### config.mk
export PLATFORM = sky130hd
export DESIGN_NAME = if_stage
export DESIGN_NICKNAME = d
export VERILOG_FILES = /design/src/rtl/if_stage_pkg.sv /design/src/rtl/if_stage_if_id_reg.sv /design/src/rtl/if_stage.sv
export SDC_FILE = /design/constraint.sdc
export NUM_CORES = 1
export LEC_CHECK = 0
export ABC_AREA = 1
export BUFFER_PORTS_ARGS = -buffer_cell sky130_fd_sc_hd__buf_2
export CAP_MARGIN = 10
export CORE_MARGIN = 4
export CORE_UTILIZATION = 47
export CTS_BUF_LIST = sky130_fd_sc_hd__clkbuf_8
export CTS_CLUSTER_SIZE = 30
export DETAILED_ROUTE_END_ITERATION = 8
export PLACE_DENSITY = 0.77
export SLEW_MARGIN = 20
export SYNTH_ARGS = -nofsm -noshare
export SYNTH_HDL_FRONTEND = slang
export SYNTH_SLANG_ARGS = --single-unit
### constraint.sdc
create_clock -name clk -period 3.85 [get_ports clk]
set_clock_uncertainty 0.2 [all_clocks]
set_input_delay 0.1925 -clock clk [delete_from_list [all_inputs] [get_ports clk]]
set_output_delay 0.1925 -clock clk [all_outputs]
set_load 0.005 [all_outputs]
### src/rtl/if_stage_pkg.sv
// Shared CPU defines for the fetch path: instruction width, NOP word, reset PC,
// FSM state encoding and small PC helpers.
package if_stage_pkg;

  localparam int unsigned INST_W = 32;
  localparam logic [INST_W-1:0] NOP_INST = 32'h0000_0000;
  localparam logic [31:0] DEFAULT_RESET_PC = 32'h0000_0000;

  localparam logic [0:0] S_IDLE  = 1'b0;
  localparam logic [0:0] S_FETCH = 1'b1;

  function automatic logic [31:0] seq_pc(input logic [31:0] pc);
    return pc + 32'd4;
  endfunction

  // Branch targets are word addresses; low bits from ID are not trusted.
  function automatic logic [31:0] align_word(input logic [31:0] addr);
    return {addr[31:2], 2'b00};
  endfunction

endpackage

### src/rtl/if_stage_if_id_reg.sv
// IF/ID pipeline register: flush clears it, stall holds it, squash captures a
// bubble that still carries the PC.
import if_stage_pkg::*;

module if_id_reg (
  input  logic              clk,
  input  logic              rst,
  input  logic              stall,
  input  logic              flush,
  input  logic              squash,
  input  logic [31:0]       pc_i,
  input  logic [INST_W-1:0] inst_i,
  output logic [31:0]       id_pc,
  output logic [INST_W-1:0] id_inst,
  output logic              id_valid
);

  logic [31:0]       id_pc_d,    id_pc_q;
  logic [INST_W-1:0] id_inst_d,  id_inst_q;
  logic              id_valid_d, id_valid_q;

  // Next-state selection with flush over stall over squash over capture.
  always_comb begin
    id_pc_d    = id_pc_q;
    id_inst_d  = id_inst_q;
    id_valid_d = id_valid_q;
    if (flush) begin
      id_pc_d    = 32'h0000_0000;
      id_inst_d  = NOP_INST;
      id_valid_d = 1'b0;
    end else if (stall) begin
      id_pc_d    = id_pc_q;
      id_inst_d  = id_inst_q;
      id_valid_d = id_valid_q;
    end else if (squash) begin
      id_pc_d    = pc_i;
      id_inst_d  = NOP_INST;
      id_valid_d = 1'b0;
    end else begin
      id_pc_d    = pc_i;
      id_inst_d  = inst_i;
      id_valid_d = 1'b1;
    end
  end

  // Register update with asynchronous active-low clear.
  always_ff @(posedge clk or negedge rst) begin
    if (!rst) begin
      id_pc_q    <= 32'h0000_0000;
      id_inst_q  <= NOP_INST;
      id_valid_q <= 1'b0;
    end else begin
      id_pc_q    <= id_pc_d;
      id_inst_q  <= id_inst_d;
      id_valid_q <= id_valid_d;
    end
  end

  assign id_pc    = id_pc_q;
  assign id_inst  = id_inst_q;
  assign id_valid = id_valid_q;

endmodule

### src/rtl/if_stage.sv
// Instruction fetch stage: PC FSM, ROM interface and IF/ID register.
// Optional macro IF_BRANCH_DELAY_SLOT_EN keeps the instruction after a taken branch.
import if_stage_pkg::*;

module if_stage #(
  parameter logic [31:0] RESET_PC = DEFAULT_RESET_PC
) (
  input  logic              clk,
  input  logic              rst,
  input  logic              stall,
  input  logic              flush,
  input  logic [31:0]       new_pc,
  input  logic              branch_flag_i,
  input  logic [31:0]       branch_target_i,
  output logic              rom_ce,
  output logic [31:0]       rom_addr,
  input  logic [INST_W-1:0] rom_data_i,
  output logic [31:0]       id_pc,
  output logic [INST_W-1:0] id_inst,
  output logic              id_valid
);

  logic [0:0]  state_d, state_q;
  logic [31:0] pc_d,    pc_q;
  logic        rom_ce_s;
  logic        squash_s;

  assign rom_ce_s = (state_q == S_FETCH);

  // FSM and PC selection; IDLE parks the PC on the reset vector.
  always_comb begin
    state_d = state_q;
    pc_d    = pc_q;
    case (state_q)
      S_IDLE: begin
        state_d = S_FETCH;
        pc_d    = RESET_PC;
      end
      S_FETCH: begin
        state_d = S_FETCH;
        if (flush) begin
          pc_d = new_pc;
        end else if (stall) begin
          pc_d = pc_q;
        end else if (branch_flag_i) begin
          pc_d = align_word(branch_target_i);
        end else begin
          pc_d = seq_pc(pc_q);
        end
      end
      default: begin
        state_d = S_IDLE;
        pc_d    = RESET_PC;
      end
    endcase
  end

  // State and PC registers.
  always_ff @(posedge clk or negedge rst) begin
    if (!rst) begin
      state_q <= S_IDLE;
      pc_q    <= RESET_PC;
    end else begin
      state_q <= state_d;
      pc_q    <= pc_d;
    end
  end

`ifdef IF_BRANCH_DELAY_SLOT_EN
  assign squash_s = ~rom_ce_s;
`else
  assign squash_s = ~rom_ce_s | branch_flag_i;
`endif

  if_id_reg u_if_id_reg (
    .clk      (clk),
    .rst      (rst),
    .stall    (stall),
    .flush    (flush),
    .squash   (squash_s),
    .pc_i     (pc_q),
    .inst_i   (rom_data_i),
    .id_pc    (id_pc),
    .id_inst  (id_inst),
    .id_valid (id_valid)
  );

  assign rom_ce   = rom_ce_s;
  assign rom_addr = pc_q;

endmodule

# ---- After elaboration in Yosys (flattened, before gate mapping)
# Index checks and enable logic that the tools add are counted.
dict set report totals {
  regBits 98
}
dict set report op_classes {
  bitwise 2
  muxes 12
  add_sub_neg 1
  eq_ne 2
}
# cell n
set op_table {}
lappend op_table {{$mux 32} 8}
lappend op_table {{$pmux 32 s2} 1}
lappend op_table {{$add 32x3->32 const B} 1}
lappend op_table {{$mux 1} 3}
lappend op_table {{$ne 3x3->1 const B} 1}
lappend op_table {{$ne 2x1->1 const B} 1}
lappend op_table {{$not 1->1} 1}
lappend op_table {{$or 1x1->1} 1}

# ---- Longest topological paths before layout
# Gate-level depths: netlist of the first run.
dict set report depth {
  depth_word 5
  mapped_depth 11
  ltp_nobuf 11
}

# ---- Cells and area by module
# From an unflattened synthesis of the first run, not the netlist that was laid out.
dict set report hier_totals {
  hier_cells 738
  hier_area_um2 5241.3
}
# mod instances cells_each area_per_inst_um2
set by_module_without_submodules {}
lappend by_module_without_submodules {if_stage 1 457 2732.6}
lappend by_module_without_submodules {if_id_reg 1 281 2508.7}

# ---- Worst setup path after synthesis of the first run
# Ideal clock, no wire load.
dict set report synth_timing {
  path_kind {reg-to-reg}
  startpoint {register pc_q[2] (netlist: rom_addr[2])}
  endpoint {register pc_q[26] (netlist: rom_addr[26])}
  arrival_ns 1.327
  period_less_slack_ns 1.643
  path_slack_ns 2.207
  setup_ns 0.116
  required_time_ns 3.534
  path_stages_with_launch 11
  n_path_buf 0
  cell_sequence {dfrtp_1 > ha_1 > nand2_2 > nor2_4 > nand2_4 > nor2_4 > nand3_1 > nand3_1 > nand2_1 > nand2_1 > nand2_1}
}
dict set report synth_via {
  elab_chain_cells 5
}
# element line
set synth_rtl {}
lappend synth_rtl {{from (decl)} if_stage.sv:24} ;# logic [31:0] pc_d, pc_q;
lappend synth_rtl {{from (signal assigned)} if_stage.sv:65} ;# pc_q <= pc_d;
lappend synth_rtl {{$add 32x3->32} if_stage_pkg.sv:13} ;# return pc + 32'd4;
lappend synth_rtl {{$mux 32} if_stage.sv:45} ;# end else if (branch_flag_i) begin
lappend synth_rtl {{$mux 32} if_stage.sv:43} ;# end else if (stall) begin
lappend synth_rtl {{$mux 32} if_stage.sv:41} ;# if (flush) begin
lappend synth_rtl {{$pmux 32 s2} if_stage.sv:34} ;# case (state_q)
# Every way passes these cells. The select of a mux whose other input is x is not followed.
# A chain may end at the register's enable or synchronous reset.

# ---- Worst setup path in the final report of the first run
dict set report layout_timing {
  startpoint {input flush}
  endpoint {register pc_q[4] (netlist: rom_addr[4])}
}
dict set report layout_via {
  elab_chain_cells 2
  word_cells_on_any_way 3
  classes_between {1 x eq/ne; 2 x mux}
}
# element line
set layout_rtl {}
lappend layout_rtl {{from (decl)} if_stage.sv:11} ;# input logic flush,
lappend layout_rtl {{$mux 32} if_stage.sv:41}
lappend layout_rtl {{$pmux 32 s2} if_stage.sv:34}
# Several ways; a longest one is shown, not always the timed one.

==> flow_summary.toml, run 1 <==
[status]
status = "completed"

[synth]
synth.area.top_cells = "dfrtp_1, nand2_1, o21ai_0"
synth_top_area_cell = "dfrtp_1"
synth_top_area_share_pct = 47.2
ys.flop_type = "dfrtp_1"
yosys-top-cells-count = "nand2_1, dfrtp_1, o21ai_0"
syn_area_sq_mm = 0.00519
synth.distinct_cells = 31
ys_ff_latch = 98
synth-edff-count = 0
synth_warnings = 0
synth.net_count = 814
yosysMostFrequentCell = "nand2_1"
async_reset_ff_share_pct = 100
synth_area_per_cell_sq_um = 7.29
syn_inst = 712
ys_seq_area_share_pct = 47.2

[drt]
ant_nets = 0
remaining_drc_errors = 0
vias = 5677
drtIter0Drc = 431
wl_per_cell_um = 14.8
viasPerCell = 5.04
dr.pass1.iters = 7
routed_wl_mm = 16.7

[worst_setup_path]
critPathMaxFanout = 38
slowest_stage = "dlygate4sd3_1"
crit_chain = "buf_2, inv_2, nand2_2, nand2_2, inv_2, o21ai_0, o22ai_1, dlygate4sd3_1"
required_ps = 3950
worstSetupEndpointType = "flop"
max_stage_delay_ps = 570
arrival_ps = 2830
crit_type = "primary input to flop"
start_kind = "primary input"

[die]
die_x_um = 113
ios = 199
initial_core_util_pct = 47.9
die_h_um = 113
fp-row-count = 38
core_sq_mm = 0.0108
die_area_sq_mm = 0.0128

[sta]
final.setup.tns_ps = 0
finalWorstSetupSlack_ps = 1120
fin_crit_sh_pct = 70.9
setup_viol = 0
whs_ps = 8.88
period_needed_ps = 2730
maxSlewViolCount = 0
hold_viol = 0
max_slew_margin_pct = 46.4
fmax_mhz = 367
rsz0062_at_grt = "no"
tightest_slew_ps = 803

[run]
max_cap_viol_count = 0

[min_path]
min_path_type = "primary input to flop"

[clock_tree]
cts_sinks = 98
cts-root-buf = "clkbuf_8"
clock_latency_ps = 360
clk_pin_slew_ps = 90
cts_resized = 0
numCtsBuffers = 9
h-tree-depth = 3
cts_tree = "yes"
cts_buffer_depth = 2

[cells_and_area]
nFillCells = 929
fin_cells = 1127
drive_above_1_share_pct = 24.5
final_core_util_pct = 67.1
diodes = 0
syn2layout_area_growth_pct = 40.2
fin_nets = 1084
final_area_sq_mm = 0.00728

[power_and_ir_drop]
p_leak_nw = 3.84
powerDensity_mw_per_mm2 = 291
total_power_mw = 2.12
vdd_drop_max_v = 0.000143

[placement]
dp.cells = 1022
port_buffers = 196
pre_cts_ws_ps = 1280
finalWeightedCongestion = 0.911
dp_hpwl_mm = 10.9
dpl_cell_area_sq_mm = 0.00622

[global_route]
grt.total_usage_pct = 26.5
antenna_found_initial = 0
grt_overflow = 0
grt_max_degree = 85
grt_pass1_vias = 5569
grt_pass1_wl_mm = 27.3
## area by class of cell
class,count,area [sq um],share of cell area (%)
Sequential cell,98,2450,33.7
Clock buffer,9,124,1.70
Tap cell,140,175,2.41
Inverter,77,289,3.97
Multi-Input combinational cell,506,2270,31.2
Clock inverter,7,38.8,0.533
Timing Repair Buffer,290,1930,26.5
## logic make-up after synthesis
logic type	share of synthesized area, %
XOR/XNOR	0.843
AND/OR/NAND/NOR	29.7
flip-flops	47.2
other	0.0722
adder cells (fa/ha/maj)	0.241
AO/OA/AOI/OAI	12.8
buffers and inverters	9.04
## metal layers
layer / track usage, % / part of all wire [%] / vias to the layer above
li1: - / - / 2776
met1: 35.0 / 42 / 2584
met2: 44.2 / 47 / 277
met3: 4.49 / 8.4 / 40
met4: 9.38 / 2.7 / 0
met5: 0 / 0 / -
## flip-flops by register name, summed over array words and instances (netlist names)
name                  cells
rom_addr                 32
u_if_id_reg.id_pc        32
rom_ce                    1
u_if_id_reg.id_inst      32
u_if_id_reg.id_valid      1
## worst paths after layout
kind	startpoint	end	slack, ps	cells past startpoint
worst max-delay path	flush	rom_addr[4]$_DFFE_PN0P_	1120	8
worst min-delay path	branch_target_i[5]	rom_addr[5]$_DFFE_PN0P_	9	5
worst max register to register	rom_addr[2]$_DFFE_PN0P_	rom_addr[24]$_DFFE_PN0P_	1390	12
worst min register to register	u_if_id_reg.id_pc[11]$_DFFE_PN0P_	u_if_id_reg.id_pc[11]$_DFFE_PN0P_	270	2
max in group asynchronous	rst	rom_addr[15]$_DFFE_PN0P_	2520	3
min in group asynchronous	rst	u_if_id_reg.id_inst[6]$_DFFE_PN0P_	240	2
## what timing repair did
action                                  CTS  global route
endpoints found under the setup margin    0             0
endpoints found under the hold margin   149             0
buffers inserted                          0             0
hold buffers                             89             0
## cells in the final DEF, fill, tap and decap left out, types with 4 or more instances in the layout
cell type / Yosys / final
a21oi_1: 30 / 30
buf_2: 11 / 195
buf_4: 3 / 4
clkbuf_8: 1 / 9
dfrtp_1: 98 / 98
dlygate4sd3_1: 0 / 89
inv_1: 74 / 76
nand2_1: 228 / 228
nand2_2: 8 / 8
nand3_1: 38 / 38
nor2_1: 76 / 76
nor2_2: 6 / 6
nor2_4: 7 / 7
o21ai_0: 77 / 77
o21ai_1: 15 / 15
xor2_1: 5 / 5
## worst max-delay path: cells and delay by family
family | cells | cell delay (ps)
and+or+nand+nor | 2 | 530
buffers and inverters | 4 | 1810
AOI/OAI and AO/OA | 2 | 270
## where the power goes
group          total (mW)  internal [mW]  leakage [nW]  switching (mW)
combinational       0.399          0.191          2.43           0.208
clock               0.583          0.228        0.0914           0.355
sequential           1.13           1.08          1.32          0.0553
total                2.12           1.50          3.84           0.618
No activity file was read; power rests on OpenSTA's default activity.
==> run 2: changes to the inputs <==
--- a/config.mk
+++ b/config.mk
@@ -5,7 +5,7 @@
 export SDC_FILE = /design/constraint.sdc
 export NUM_CORES = 1
 export LEC_CHECK = 0
-export ABC_AREA = 1
+export ABC_AREA = 0
 export BUFFER_PORTS_ARGS = -buffer_cell sky130_fd_sc_hd__buf_2
 export CAP_MARGIN = 10
 export CORE_MARGIN = 4
@@ -13,7 +13,7 @@
 export CTS_BUF_LIST = sky130_fd_sc_hd__clkbuf_8
 export CTS_CLUSTER_SIZE = 30
 export DETAILED_ROUTE_END_ITERATION = 8
-export PLACE_DENSITY = 0.77
+export PLACE_DENSITY = 0.78
 export SLEW_MARGIN = 20
 export SYNTH_ARGS = -nofsm -noshare
 export SYNTH_HDL_FRONTEND = slang
==> constraint.sdc (replaced) <==
create_clock -name clk -period 2.7 [get_ports clk]
set_clock_uncertainty 0.2 [all_clocks]
set_input_delay 0.135 -clock clk [delete_from_list [all_inputs] [get_ports clk]]
set_output_delay 0.135 -clock clk [all_outputs]
set_load 0.005 [all_outputs]
==> run 2 against run 1 <==
Synthesized area shrank 2.9%. Clock power up 56%. Count of clock-buffer cells in the layout is 2 higher. Wire length down 3.4%. Core utilization increased by 1.3 points. Non-clock buffer count grew 1. Combinational power grew 42%. Highest routed layer unchanged.
==> flow_summary.toml, run 2 <==
[status]
status = "completed"

[clock_tree]
cts_tree = "yes"
clock_latency_ps = 380
cts-root-buf = "clkbuf_8"
numCtsBuffers = 9
cts_sinks = 98
clk_pin_slew_ps = 90
cts_buffer_depth = 2
h-tree-depth = 3

[cells_and_area]
syn2layout_area_growth_pct = 40.8
register_area_sq_mm = 0.00245
final_core_util_pct = 68.4
nFillCells = 810
fin_nets = 874
final_common_cell = "buf_2"
layout_common_cells = "buf_2, dfrtp_1, dlygate4sd3_1"
drive_above_1_share_pct = 30.8
multi_input_area_sq_mm = 0.00233

[die]
ios = 199
die_x_um = 112
die_area_sq_mm = 0.0124
initial_core_util_pct = 48.6
fp-row-count = 37
core_sq_mm = 0.0104
die_h_um = 112

[min_path]
min_path_type = "primary input to flop"
hp-start = "branch_target_i[6]"

[synth]
async_reset_ff_share_pct = 100
synth_top_area_cell = "dfrtp_1"
synth_area_per_cell_sq_um = 9.96
synth.area.top_cells = "dfrtp_1, mux2i_1, a22o_1"
synth.distinct_cells = 57
yosys-top-cells-count = "dfrtp_1, nand2_1, nor2_1"
synth_warnings = 0
syn_area_sq_mm = 0.00504
synth.net_count = 608
syn_inst = 506
yosysMostFrequentCell = "dfrtp_1"
synth-edff-count = 0
ys.flop_type = "dfrtp_1"
ys_seq_area_share_pct = 48.6
ys_ff_latch = 98
synth_top_area_share_pct = 48.6

[sta]
max_slew_margin_pct = 56.8
maxSlewViolCount = 0
final.setup.tns_ps = 0
hold_viol = 0
rsz0062_at_grt = "no"
finalWorstSetupSlack_ps = 152
setup_viol = 0
tightest_slew_ps = 648
period_needed_ps = 2550
fmax_mhz = 393
fin_crit_sh_pct = 94.4

[worst_setup_path]
required_ps = 2800
crit_type = "primary input to flop"
critPathMaxFanout = 24
start_kind = "primary input"
crit_path_start = "flush"
arrival_ps = 2650
worst_r2r_startpoint = "rom_addr[3]$_DFFE_PN0P_"
worstSetupEndpointType = "flop"

[run]
max_cap_viol_count = 0

[global_route]
grt_pass1_vias = 5115
antenna_found_initial = 1
grt_max_degree = 51
grt_overflow = 0
grt_pass1_wl_mm = 26.3
grt.total_usage_pct = 25.8

[power_and_ir_drop]
power_frac_comb_pct = 18.3
p_leak_nw = 3.60
powerDensity_mw_per_mm2 = 437
power.internal_mw = 2.21
swShare_pct = 28.8
clock_power_share_pct = 29.4
p_sw_uw = 893
vdd_drop_max_v = 0.000233
seq_power_share_pct = 52.3
total_power_mw = 3.10

[drt]
vias = 5092
routed_wl_mm = 16.2
viasPerCell = 5.57
ant_nets = 0
dr.pass1.iters = 7
drtIter0Drc = 342
wl_per_cell_um = 17.7
remaining_drc_errors = 0

[placement]
port_buffers = 196
finalWeightedCongestion = 0.856
pre_cts_ws_ps = 622
dp_hpwl_mm = 10.7
## run 2: cell count changes after synthesis, moves of 10 or more
cell and change:
nand3_1 -25, a21oi_1 -10, o21ai_0 -41, xnor2_1 +10
o21ai_1 -11, nand2_1 -172, mux2i_1 +36, inv_1 -65
nor2_1 -25, nor3_1 +11, a22o_1 +32
## run 2: timing repair
action                     CTS  global route
hold buffers                82             0
setup endpoints to repair    0             1
setup buffers                0             0
hold endpoints to repair   110             0
resized for setup            0             2
## run 2: area by class of cell
class	instances	share of cell area [%]
antenna	1	0.0353
sequential	98	34.6
clock buffer	11	2.13
inverter	10	0.529
tap	136	2.40
multi-input combinational	362	32.9
timing repair buffer	291	27.0
clock inverter	5	0.441
## run 2: final timing paths
check	slack, ps	cells past startpoint	endpoint
worst max register to register	160	7	rom_addr[20]$_DFFE_PN0P_
max in group asynchronous	1430	3	rom_addr[17]$_DFFE_PN0P_
worst min-delay path	10	5	rom_addr[6]$_DFFE_PN0P_
worst min register to register	300	2	u_if_id_reg.id_valid$_DFFE_PN0P_
worst max-delay path	150	8	rom_addr[31]$_DFFE_PN0P_
min in group asynchronous	150	2	u_if_id_reg.id_pc[13]$_DFFE_PN0P_
## run 2: layer usage
metal | wire, um | vias up | global-route usage (%)
met4 | 572 | 0 | 9.57
met1 | 6690 | 2449 | 32.9
met5 | 0 | - | 0
met2 | 7640 | 231 | 42.7
met3 | 1260 | 55 | 6.20
li1 | - | 2357 | -
## run 2: metrics by stage
stage / hold slack, ps / cell area, sq um / cells
floorplan: -361 / 5040 / 506
global placement: -8.41 / 6090 / 815
detailed placement: 8.79 / 6090 / 815
CTS: 4.95 / 7090 / 913
global route: 33.6 / 7100 / 914
finish: 13.1 / 7100 / 914
## run 2: critical path: stages
cell and delay, ps:
dlygate4sd3_1 540, buf_2 270, buf_4 270, buf_4 290, nor4_1 90, or3_1 370, a21oi_1 120, dlygate4sd3_1 560
## run 2: kinds of logic (layout without fill, tap and decap cells)
group	after synthesis	after routing	share of synthesized area (%)
compound gates	143	143	19.3
other cells	1	2	0.0744
simple gates	168	168	17.0
fa+ha+maj	1	1	0.248
buf+inv	46	317	5.29
mux	36	36	7.15
xor+xnor	13	13	2.26
flops	98	98	48.6
## run 2: power groups by stage
stage | registers, mW | logic, mW | clock network, mW
2_1_floorplan | 1.63 | 0.239 | 0
3_3_place_gp | 1.64 | 0.450 | 0
3_5_place_dp | 1.65 | 0.462 | 0
6_report | 1.62 | 0.568 | 0.910
5_1_grt | 1.64 | 0.625 | 0.982
4_1_cts | 1.62 | 0.562 | 0.916
==> run 3: changes to the inputs <==
==> constraint.sdc (replaced) <==
create_clock -name clk -period 2.95 [get_ports clk]
set_clock_uncertainty 0.2 [all_clocks]
set_input_delay 0.1475 -clock clk [delete_from_list [all_inputs] [get_ports clk]]
set_output_delay 0.1475 -clock clk [all_outputs]
set_load 0.005 [all_outputs]
==> run 3 against run 2 <==
Power fell by 3.7%. Global-route usage fell by 0.19 points. Combinational power fell by 10%. Flip-flop and latch count did not move. Wire length fell by 0.84%. Clock power rose by 8.8%. First-iteration DRC count rose by 49%. Sequential share of layout area rose by 0.080 points. Cell count fell by 0.55%. Count of clock-buffer cells in the layout fell by 2. Critical endpoint is now rom_addr[20]$_DFFE_PN0P_.
==> flow_summary.toml, run 3 (same netlist as run 2, synthesis figures left out) <==
[status]
status = "completed"

[drt]
ant_nets = 0
remaining_drc_errors = 0
routed_wl_mm = 16.0
wl_per_cell_um = 17.6
drtIter0Drc = 511
viasPerCell = 5.65
vias = 5138
dr.pass1.iters = 5

[clock_tree]
cts_sinks = 98
cts_buffer_depth = 2
cts_tree = "yes"
cts-root-buf = "clkbuf_8"
clock_latency_ps = 380
clk_pin_slew_ps = 100
h-tree-depth = 3
post_cts_buffers = 0
numCtsBuffers = 9

[placement]
finalWeightedCongestion = 0.848
dp_hpwl_mm = 10.7
dp.cells = 814
pre_cts_ws_ps = 793
port_buffers = 196
dpl_cell_area_sq_mm = 0.00607

[worst_setup_path]
crit_path_start = "rom_addr[2]$_DFFE_PN0P_"
critPathBufInv = 1
start_kind = "flop"
crit_type = "flop to flop"
critPathMaxFanout = 7
slowest_stage = "dlygate4sd3_1"
required_ps = 3010
crit_cells = 7
worstSetupEndpointType = "flop"
crit_chain = "ha_1, and4_2, nand4_4, o21a_1, o21ai_0, a2bb2oi_1, dlygate4sd3_1"
max_stage_delay_ps = 560
crit_family = "buffers and inverters"
ff2ff_path_depth = 7
worst_r2r_startpoint = "rom_addr[2]$_DFFE_PN0P_"
arrival_ps = 2660

[sta]
maxSlewViolCount = 0
hold_viol = 0
fmax_mhz = 386
setup_viol = 0
finalWorstSetupSlack_ps = 359
period_needed_ps = 2590
max_slew_margin_pct = 48.5
fin_crit_sh_pct = 87.8
whs_ps = 27.2
final.setup.tns_ps = 0
rsz0062_at_grt = "no"
tightest_slew_ps = 772

[run]
max_cap_viol_count = 0

[cells_and_area]
final_common_cell = "buf_2"
fin_cells = 909
final_area_sq_mm = 0.00708
nFillCells = 785
final_core_util_pct = 68.2
layout_common_cells = "buf_2, dfrtp_1, dlygate4sd3_1"
drive_above_1_share_pct = 30.8
fin_nets = 869
syn2layout_area_growth_pct = 40.4

[die]
die_x_um = 112
ios = 199
initial_core_util_pct = 48.6
die_h_um = 112
die_area_sq_mm = 0.0124
fp-row-count = 37
core_sq_mm = 0.0104

[global_route]
grt_pass1_vias = 5200
grt.total_usage_pct = 25.6
grt_pass1_wl_mm = 26.2
grt_max_degree = 61
grt_overflow = 0
antenna_found_initial = 2

[power_and_ir_drop]
powerDensity_mw_per_mm2 = 422
vdd_drop_max_v = 0.000267
p_leak_nw = 3.58
total_power_mw = 2.99

[min_path]
hp-start = "branch_target_i[6]"
min_path_cells = 5
min_path_type = "primary input to flop"
==> run 3: cell types whose count changed in the layout (fill, tap and decap cells not counted), moves of 2 or more <==
cell,previous run,this run
bufinv_16,0,2
dlygate4sd3_1,82,78
inv_1,11,9
clkbuf_8,11,9
==> run 3: power by group <==
part           internal [mW]  switching (mW)
Combinational          0.262           0.248
Clock                  0.485           0.505
Sequential              1.40          0.0835
Total                   2.15           0.836
==> run 3: worst paths after layout <==
kind | endpoint | slack [ps]
max in group asynchronous | rom_addr[9]$_DFFE_PN0P_ | 1570
worst max register to register | rom_addr[20]$_DFFE_PN0P_ | 360
worst min-delay path | rom_addr[6]$_DFFE_PN0P_ | 30
worst max-delay path | rom_addr[20]$_DFFE_PN0P_ | 360
min in group asynchronous | u_if_id_reg.id_pc[16]$_DFFE_PN0P_ | 190
worst min register to register | u_if_id_reg.id_valid$_DFFE_PN0P_ | 300
==> run 3: layout make-up <==
class                   instances  area, sq um  share of cell area, %
repair buffers                286         1860                   26.2
multi-input cells             362         2330                   32.9
diodes                          1         2.50                 0.0354
clock buffers                   9          124                   1.75
well taps                     136          170                   2.40
inverters                      10         37.5                  0.531
clock inverters                 7          103                   1.45
flip-flops and latches         98         2450                   34.7
==> run 3: timing repair <==
action | 4_1_cts | 5_1_grt
endpoints found under the hold margin | 119 | 0
resized for setup | 0 | 0
hold buffers | 78 | 0
==> run 3: layer usage <==
layer  track usage [%]  vias up  wire [um]
met5                 0        -         13
met4              8.35        2        407
met3              4.84       37       1240
met2              44.0      264       7980
met1              32.7     2483       6400
li1                  -     2352          -
==> run 3: worst register-to-register path, delay by kind of cell, from the launching register on <==
kind / cells / cell delay [ps]
adder cells (fa/ha/maj): 1 / 280
AND/OR/NAND/NOR: 2 / 500
AO/OA/AOI/OAI: 3 / 470
buffers and inverters: 1 / 560
flip-flops: 1 / 480
